==> config.mk <==
export PLATFORM = sky130hd
export DESIGN_NAME = writeback_stage
export DESIGN_NICKNAME = d
export VERILOG_FILES = /design/src/rtl/wb_pkg.sv /design/src/rtl/writeback_stage_load_align.sv /design/src/rtl/writeback_stage.sv
export SDC_FILE = /design/constraint.sdc
export NUM_CORES = 1
export LEC_CHECK = 0
export CAP_MARGIN = 5
export CORE_MARGIN = 4
export CORE_UTILIZATION = 38
export DETAILED_ROUTE_END_ITERATION = 12
export GPL_TIMING_DRIVEN = 0
export PLACE_DENSITY = 0.75
export SETUP_SLACK_MARGIN = 0.3
export SLEW_MARGIN = 20
export SYNTH_ARGS = -nofsm -noshare
export SYNTH_HDL_FRONTEND = slang
export SYNTH_SLANG_ARGS = --single-unit
==> constraint.sdc <==
create_clock -name reloj_cucu -period 2.2 [get_ports reloj_cucu]
set_input_delay 0.44 -clock reloj_cucu [delete_from_list [all_inputs] [get_ports reloj_cucu]]
set_output_delay 0.44 -clock reloj_cucu [all_outputs]
set_load 0.03 [all_outputs]
==> src/rtl/wb_pkg.sv <==
// Shared types and defaults for the writeback stage: load kinds, FSM states
// and the default starvation limit for a held mul/div result.
package wb_pkg;

    typedef enum logic [2:0] {
        LW  = 3'd0,
        LB  = 3'd1,
        LBU = 3'd2,
        LH  = 3'd3,
        LHU = 3'd4
    } ld_type_e;

    typedef enum logic [1:0] {
        IDLE  = 2'd0,
        HOLD  = 2'd1,
        FORCE = 2'd2
    } wb_state_e;

    localparam int STARVE_LIM_DEF = 4;

endpackage

==> src/rtl/writeback_stage_load_align.sv <==
// Combinational load data alignment and sign/zero extension.
// Sub-word handling exists only when WB_SUBWORD_EN is defined; otherwise the raw word passes through.
module load_align
    import wb_pkg::*;
#(
    parameter int BUS_W = 32
) (
    input  logic [BUS_W-1:0] mem_data_i,
    input  logic [2:0]       ld_type_i,
    input  logic [1:0]       byte_off_i,
    output logic [BUS_W-1:0] data_o
);

`ifdef WB_SUBWORD_EN
    logic [7:0]  byte_sel;
    logic [15:0] half_sel;

    always_comb begin
        byte_sel = mem_data_i[{byte_off_i, 3'b000} +: 8];
        // Halves are naturally aligned, so the low offset bit plays no part.
        half_sel = mem_data_i[{byte_off_i[1], 4'b0000} +: 16];
        case (ld_type_i)
            LB:      data_o = {{(BUS_W-8){byte_sel[7]}}, byte_sel};
            LBU:     data_o = {{(BUS_W-8){1'b0}}, byte_sel};
            LH:      data_o = {{(BUS_W-16){half_sel[15]}}, half_sel};
            LHU:     data_o = {{(BUS_W-16){1'b0}}, half_sel};
            default: data_o = mem_data_i;
        endcase
    end
`else
    logic unused_cfg;

    assign unused_cfg = ^{ld_type_i, byte_off_i};
    assign data_o     = mem_data_i;
`endif

endmodule

==> src/rtl/writeback_stage.sv <==
// Writeback stage: merges MEM-stage results with a one-entry mul/div holding buffer
// onto a single register-file write port. Optional sub-word loads via WB_SUBWORD_EN.
module writeback_stage
    import wb_pkg::*;
#(
    parameter int ADDR       = 5,
    parameter int BUS_W      = 32,
    parameter int STARVE_LIM = STARVE_LIM_DEF
) (
    input  logic             reloj_cucu,
    input  logic             reset,
    input  logic             pipe_valid,
    output logic             pipe_ready,
    input  logic             pipe_wen,
    input  logic [ADDR-1:0]  pipe_rd,
    input  logic             pipe_is_load,
    input  logic [2:0]       pipe_ld_type,
    input  logic [1:0]       pipe_byte_off,
    input  logic [BUS_W-1:0] pipe_alu,
    input  logic [BUS_W-1:0] pipe_mem_data,
    input  logic             md_valid,
    output logic             md_ready,
    input  logic [ADDR-1:0]  md_rd,
    input  logic [BUS_W-1:0] md_result,
    output logic             r_write,
    output logic [ADDR-1:0]  rd_addr,
    output logic [BUS_W-1:0] rd_w_data
);

    localparam int CNT_W = $clog2(STARVE_LIM + 1);

    wb_state_e        state_q, state_d;
    logic [CNT_W-1:0] cnt_q, cnt_d;
    logic [ADDR-1:0]  hold_rd_q, hold_rd_d;
    logic [BUS_W-1:0] hold_data_q, hold_data_d;
    logic             r_write_q, r_write_d;
    logic [ADDR-1:0]  rd_addr_q, rd_addr_d;
    logic [BUS_W-1:0] wdata_q, wdata_d;

    logic [BUS_W-1:0] load_data;
    logic [BUS_W-1:0] pipe_data;
    logic             pipe_xfer;
    logic             pipe_writes;

    load_align #(
        .BUS_W(BUS_W)
    ) u_load_align (
        .mem_data_i (pipe_mem_data),
        .ld_type_i  (pipe_ld_type),
        .byte_off_i (pipe_byte_off),
        .data_o     (load_data)
    );

    assign pipe_ready  = (state_q != FORCE);
    assign md_ready    = (state_q == IDLE);
    assign pipe_xfer   = pipe_valid & pipe_ready;
    assign pipe_writes = pipe_xfer & pipe_wen & (pipe_rd != '0);
    assign pipe_data   = pipe_is_load ? load_data : pipe_alu;

    always_comb begin
        state_d     = state_q;
        cnt_d       = cnt_q;
        hold_rd_d   = hold_rd_q;
        hold_data_d = hold_data_q;
        r_write_d   = pipe_writes;
        rd_addr_d   = pipe_writes ? pipe_rd : rd_addr_q;
        wdata_d     = pipe_writes ? pipe_data : wdata_q;

        case (state_q)
            IDLE: begin
                // A captured rd=0 is simply never stored.
                if (md_valid && (md_rd != '0)) begin
                    hold_rd_d   = md_rd;
                    hold_data_d = md_result;
                    cnt_d       = '0;
                    state_d     = HOLD;
                end
            end
            HOLD: begin
                if (!pipe_writes) begin
                    r_write_d = 1'b1;
                    rd_addr_d = hold_rd_q;
                    wdata_d   = hold_data_q;
                    cnt_d     = '0;
                    state_d   = IDLE;
                end else if (pipe_rd == hold_rd_q) begin
                    // The younger pipe write overwrites the same register: drop the held value.
                    cnt_d   = '0;
                    state_d = IDLE;
                end else begin
                    cnt_d = cnt_q + 1'b1;
                    if (cnt_d == CNT_W'(STARVE_LIM)) begin
                        state_d = FORCE;
                    end
                end
            end
            FORCE: begin
                r_write_d = 1'b1;
                rd_addr_d = hold_rd_q;
                wdata_d   = hold_data_q;
                cnt_d     = '0;
                state_d   = IDLE;
            end
            default: begin
                cnt_d   = '0;
                state_d = IDLE;
            end
        endcase
    end

    always_ff @(posedge reloj_cucu or posedge reset) begin
        if (reset) begin
            state_q   <= IDLE;
            cnt_q     <= '0;
            r_write_q <= 1'b0;
            rd_addr_q <= '0;
            wdata_q   <= '0;
        end else begin
            state_q   <= state_d;
            cnt_q     <= cnt_d;
            r_write_q <= r_write_d;
            rd_addr_q <= rd_addr_d;
            wdata_q   <= wdata_d;
        end
    end

    // Buffer contents are only meaningful in HOLD/FORCE, so they need no reset.
    always_ff @(posedge reloj_cucu) begin
        hold_rd_q   <= hold_rd_d;
        hold_data_q <= hold_data_d;
    end

    assign r_write   = r_write_q;
    assign rd_addr   = rd_addr_q;
    assign rd_w_data = wdata_q;

endmodule
==> Word level (Yosys, flattened, before mapping) <==
Index checks and enable logic that the tools add are counted.
{ "word_totals": {"ram_bits": 0, "rom_bits": 0, "elab_cells": 42, "input_bits": 117, "n_memories": 0, "regBits": 80, "latchBits": 0} }
{ "classes": {"n_addsub": 1, "n_reduce_logical": 7, "magnitude_cmp": 0, "eq_ne": 7, "shifts": 0, "mul": 0, "muxes": 17, "div_mod_pow": 0, "bitwise_logic": 3} }
{ "ops": {"columns": ["cell", "count"], "rows": [
  ["32-bit 2-to-1 mux", 3],
  ["32-bit one-hot mux with 2 select lines", 1],
  ["5-bit 2-to-1 mux", 2],
  ["5-bit one-hot mux with 2 select lines", 1],
  ["5-bit nonzero test", 2],
  ["3-bit 2-to-1 mux", 3],
  ["2-bit 2-to-1 mux", 4],
  ["3-bit one-hot mux with 2 select lines", 1],
  ["5-bit == test", 1],
  ["4-bit != test (second input constant)", 1],
  ["2-bit one-hot mux with 2 select lines", 1],
  ["2-bit AND reduction", 2],
  ["3-bit by 1-bit adder with 3-bit output (second input constant)", 1],
  ["1-bit AND", 3],
  ["3-bit == test (second input constant)", 1],
  ["2-bit by 1-bit == test with 1-bit output (second input constant)", 1],
  ["2-bit == test (second input constant)", 1],
  ["2-bit zero test", 1],
  ["2-bit by 1-bit != test with 1-bit output (second input constant)", 1],
  ["2-bit != test (second input constant)", 1],
  ["2-bit OR reduction", 1],
  ["1-bit logical AND", 1],
  ["1-bit 2-to-1 mux", 1]
]} }

==> Longest topological paths before layout <==
{ "logic_depth": {"word_depth": 7, "ltp_mapped": 9} }

==> Cells and area by module <==
Synthesis repeated with hierarchy kept, for this count alone.
{ "unflattened": {"cells_unflattened": 277, "hier_area_um2": 3961.3} }
{ "by_module_without_submodules": {"columns": ["mod", "area_per_inst_um2", "n_inst", "cells_each"], "rows": [
  ["writeback_stage", 3721.1, 1, 245],
  ["load_align", 240.2, 1, 32]
]} }

==> Worst setup path before layout <==
OpenSTA, ideal clock, no wires.
{ "synth_timing": {"path_kind": "input port to flip-flop", "startpoint": "input md_rd[0]", "endpoint": "register hold_data_q[0], enable pin", "arrival_ns": 1.888, "cell_stages": 4, "path_slack_ns": -0.117, "setup_ns": 0.429, "path_cell_list": "or4_1 o21ai_0 nand2_1 and2_1"} }
{ "synth_between": {"elab_chain_cells": 3} }
{ "synth_rtl": {"columns": ["item", "line", "rtl"], "rows": [
  ["start: declaration", "writeback_stage.sv:23", "input logic [ADDR-1:0] md_rd,"],
  ["5-bit nonzero test", "writeback_stage.sv:72", "if (md_valid && (md_rd != '0)) begin"],
  ["1-bit logical AND", "writeback_stage.sv:72", null],
  ["2-bit AND reduction (no line)", null, null],
  ["end signal: assignment", "writeback_stage.sv:130", "hold_data_q <= hold_data_d;"],
  ["end: declaration", "writeback_stage.sv:35", "logic [BUS_W-1:0] hold_data_q, hold_data_d;"]
]} }
Every way passes these cells.
A chain may end at the register's enable or synchronous reset.

==> Final worst setup path <==
{ "layout_timing": {"startpoint": "input pipe_rd[4]", "endpoint": "register wdata_q[29], in the netlist rd_w_data[29]"} }
{ "layout_between": {"elab_chain_cells": 5} }
{ "layout_rtl": {"columns": ["item", "line", "rtl"], "rows": [
  ["start: declaration", "writeback_stage.sv:15", "input logic [ADDR-1:0] pipe_rd,"],
  ["5-bit nonzero test *", "writeback_stage.sv:57", "assign pipe_writes = pipe_xfer & pipe_wen & (pipe_rd != '0);"],
  ["1-bit AND *", "writeback_stage.sv:57", null],
  ["32-bit 2-to-1 mux", "writeback_stage.sv:67", "wdata_d = pipe_writes ? pipe_data : wdata_q;"],
  ["32-bit 2-to-1 mux", "writeback_stage.sv:80", "if (!pipe_writes) begin"],
  ["32-bit one-hot mux with 2 select lines *", "writeback_stage.sv:69", "case (state_q)"],
  ["named net wdata_d[29]", "writeback_stage.sv:38", "logic [BUS_W-1:0] wdata_q, wdata_d;"],
  ["end signal: assignment", "writeback_stage.sv:123", "wdata_q <= wdata_d;"],
  ["end: declaration", "writeback_stage.sv:38", null]
]} }
Mark *: on every way through the listed nets, which the timed path passes. The rest lies on a longest branch.

==> flow_metrics.py <==
metrics = {
    "clocking": {
        "hold_buffers": 0,
        "cts.clk_slew.worst_paths_ps": 90,
        "cts_sinks": 80,
        "cts-root-buf": "clkbuf_8",
        "worstSkewPairLatency_ps": 350,
        "cts_buffers": 9,
        "cts_tree": "done",
        "htree_levels": 3,
        "clockBufferDepth": 2,
    },
    "synth": {
        "synth_nets": 366,
        "synthesis.area_um2": 3460,
        "synth_area_leaders": "edfxtp_1, dfrtp_1, mux2_2",
        "yosys.area.top_type_share_pct": 32.1,
        "synth_cell_types": 26,
        "ys_seq_elements": 80,
        "synth_top_area_cell": "edfxtp_1",
        "synth.avg_cell_area_um2": 14.2,
        "netlist_instances": 244,
        "ys.warnings.count": 0,
        "seq_area_frac_synth_pct": 63.2,
    },
    "timing": {
        "rsz0062_at_grt": "true",
        "hold_viol": 0,
        "fin_crit_sh_pct": 86.0,
        "tightest_slew_ps": 627,
        "max_freq_mhz": 529,
        "skew_ps": 9.63,
        "fin_ws_ps": 308,
        "drv_slew": 0,
        "period_needed_ps": 1890,
        "slew_headroom_pct": 58.2,
        "setup_viol": 0,
    },
    "place": {
        "pre_cts_ws_ps": -523,
        "dp_hpwl_mm": 7.09,
        "globalplace.congestion": 0.771,
        "dp.cells": 503,
        "numPortBuffers": 150,
    },
    "grt": {
        "gr-usage-met1_pct": 21.1,
        "grt_pass1_vias": 2914,
        "grt_max_degree": 31,
        "antenna_found_initial": 0,
        "met2_usage_pct": 33.6,
        "busiest_layer": "met2",
        "grt_pass1_wl_mm": 14.6,
        "grt_usage_pct": 18.4,
        "met3_usage_pct": 5.57,
        "gr-total-overflow": 0,
    },
    "drt": {
        "drc": 0,
        "ant_nets": 0,
        "avgViaCountPerCell": 5.22,
        "wirelength_mm": 10.1,
        "detailedRoute.firstPassIterationCount": 7,
        "dr.first_iter.drc_count": 231,
        "via_count": 2769,
        "wl_per_cell_um": 19.0,
    },
    "die": {
        "rows": 34,
        "pin_count": 157,
        "die_area_um2": 10700,
        "die_x_um": 103,
        "core_um2": 8810,
        "initial_core_util_pct": 39.3,
        "die_h_um": 103,
    },
    "final_layout": {
        "fill_cells": 699,
        "area_growth_pct": 59.6,
        "fin_cells": 530,
        "finalNetCount": 539,
        "antenna_cells": 0,
        "drive_gt1_share_pct": 21.8,
    },
    "job": {
        "drv_cap": 0,
    },
    "power_and_ir_drop": {
        "finalPower_w": 0.00631,
        "ir_drop_v": 0.000542,
        "p_leak_nw": 2.50,
        "p_per_area_nw_per_um2": 1140,
    },
    "setup_path": {
        "r2r_slack_ps": 370,
        "crit_fanout": 10,
        "slowest_stage": "or4_4",
        "critical_path_class": "in2reg",
        "path_cells": "buf_8 > or4_4 > o2111a_2 > a21boi_4 > buf_6 > a222oi_1 > inv_1",
        "critPathLaunchType": "input pin",
        "endpoint_kind": "flop",
        "worstPathRequired_ps": 2430,
        "cp_slowest_stage_delay_ps": 510,
        "cp.arrival_ps": 2130,
    },
    "outcome": {
        "status": "completed",
    },
    "min_path": {
        "hold_class": "in2reg",
    },
}
-- state kept, by name, indices dropped and copies added (netlist names) --
name and count:
hold_rd_q 5, cnt_q 3, rd_addr 5, r_write 1, state_q 2, rd_w_data 32, hold_data_q 32
-- stage by stage --
stage | area [µm²] | TNS (ps) | util, % | hold slack [ps]
finish | 5520 | 0 | 62.7 | 319
global route | 5520 | 0 | 62.7 | 306
CTS | 5430 | 0 | 61.7 | 304
detailed placement | 5120 | -28030 | 58.1 | 471
global placement | 5100 | -38630 | 57.9 | 460
floorplan | 3460 | 0 | - | 457
-- report_power, final --
part           internal, W  switching, W
registers          0.00215      0.000235
clock network     0.000655      0.000565
logic              0.00118       0.00152
total              0.00398       0.00232
-- critical path: cells and delay by family --
kind	cells	cell delay [ps]
AND/OR/NAND/NOR	1	510
AO/OA/AOI/OAI	3	830
buffers and inverters	3	350
-- per-layer routing --
metal	wire, µm	share of wire [%]
met1	3910	39
met2	5310	53
met3	753	7.5
met4	82	0.82
met5	0	0
-- cells in the final DEF (no fill, tap or decap), types with 3 or more instances in the layout --
cell type,instances
buf_2,4
mux2_2,33
a222oi_1,37
xnor2_1,5
buf_6,7
dfrtp_1,43
clkbuf_8,9
nand2b_1,3
buf_4,10
clkbuf_1,4
ha_1,3
inv_1,42
edfxtp_1,37
clkdlybuf4s50_1,133
dlymetal6s2s_1,11
-- path summary, 6_finish.rpt --
path                                  from             to  cells after the start
hold reg to reg            hold_data_q[26]  rd_w_data[26]                      2
min in group asynchronous            reset  rd_w_data[25]                      2
hold / removal                  pipe_rd[0]     rd_addr[0]                      3
max in group asynchronous            reset     rd_addr[0]                      3
setup / recovery                pipe_rd[4]  rd_w_data[29]                      7
setup reg to reg                state_q[0]     rd_addr[3]                      8
-- synthesized netlist by cell type --
cell,count
xnor2_1,5
o2111a_2,1
nand2_1,3
buf_6,3
o211ai_1,1
a21oi_1,2
dfrtp_1,43
o2bb2ai_1,1
edfxtp_1,37
ha_1,5
mux2_2,33
or4_1,2
o21ai_0,5
and2_1,1
nand3_1,2
nand2b_1,3
o22ai_1,1
buf_2,5
a222oi_1,37
nor2_4,1
inv_1,44
nor2_1,1
clkbuf_1,5
a21boi_0,1
a21boi_4,1
buf_4,1
-- repair_timing --
action,4_1_cts,5_1_grt
gates resized for setup,43,23
setup buffers,5,3
gates cloned,2,1
pin swaps,6,10
setup endpoints to repair,81,87
-- area by class of cell --
cell class                      instances  area, µm²  area share [%]
Multi-Input combinational cell        107       1070            19.5
Inverter                               44        165            2.99
Sequential cell                        80       2190            39.6
Clock inverter                          7        103            1.86
Clock buffer                            9        124            2.24
Tap cell                              108        135            2.45
Buffer                                 14        110            2.00
Timing Repair Buffer                  161       1620            29.4
-- kinds of logic after synthesis --
kind of cell	count (synthesis)	synth area share, %
flip-flops	80	63.2
buffers and inverters	58	7.24
AO/OA/AOI/OAI	50	13.5
multiplexers	33	10.7
AND/OR/NAND/NOR	13	2.21
XOR/XNOR	5	1.27
adder cells (fa/ha/maj)	5	1.81
Note: power is estimated with default switching activity, not from simulation.
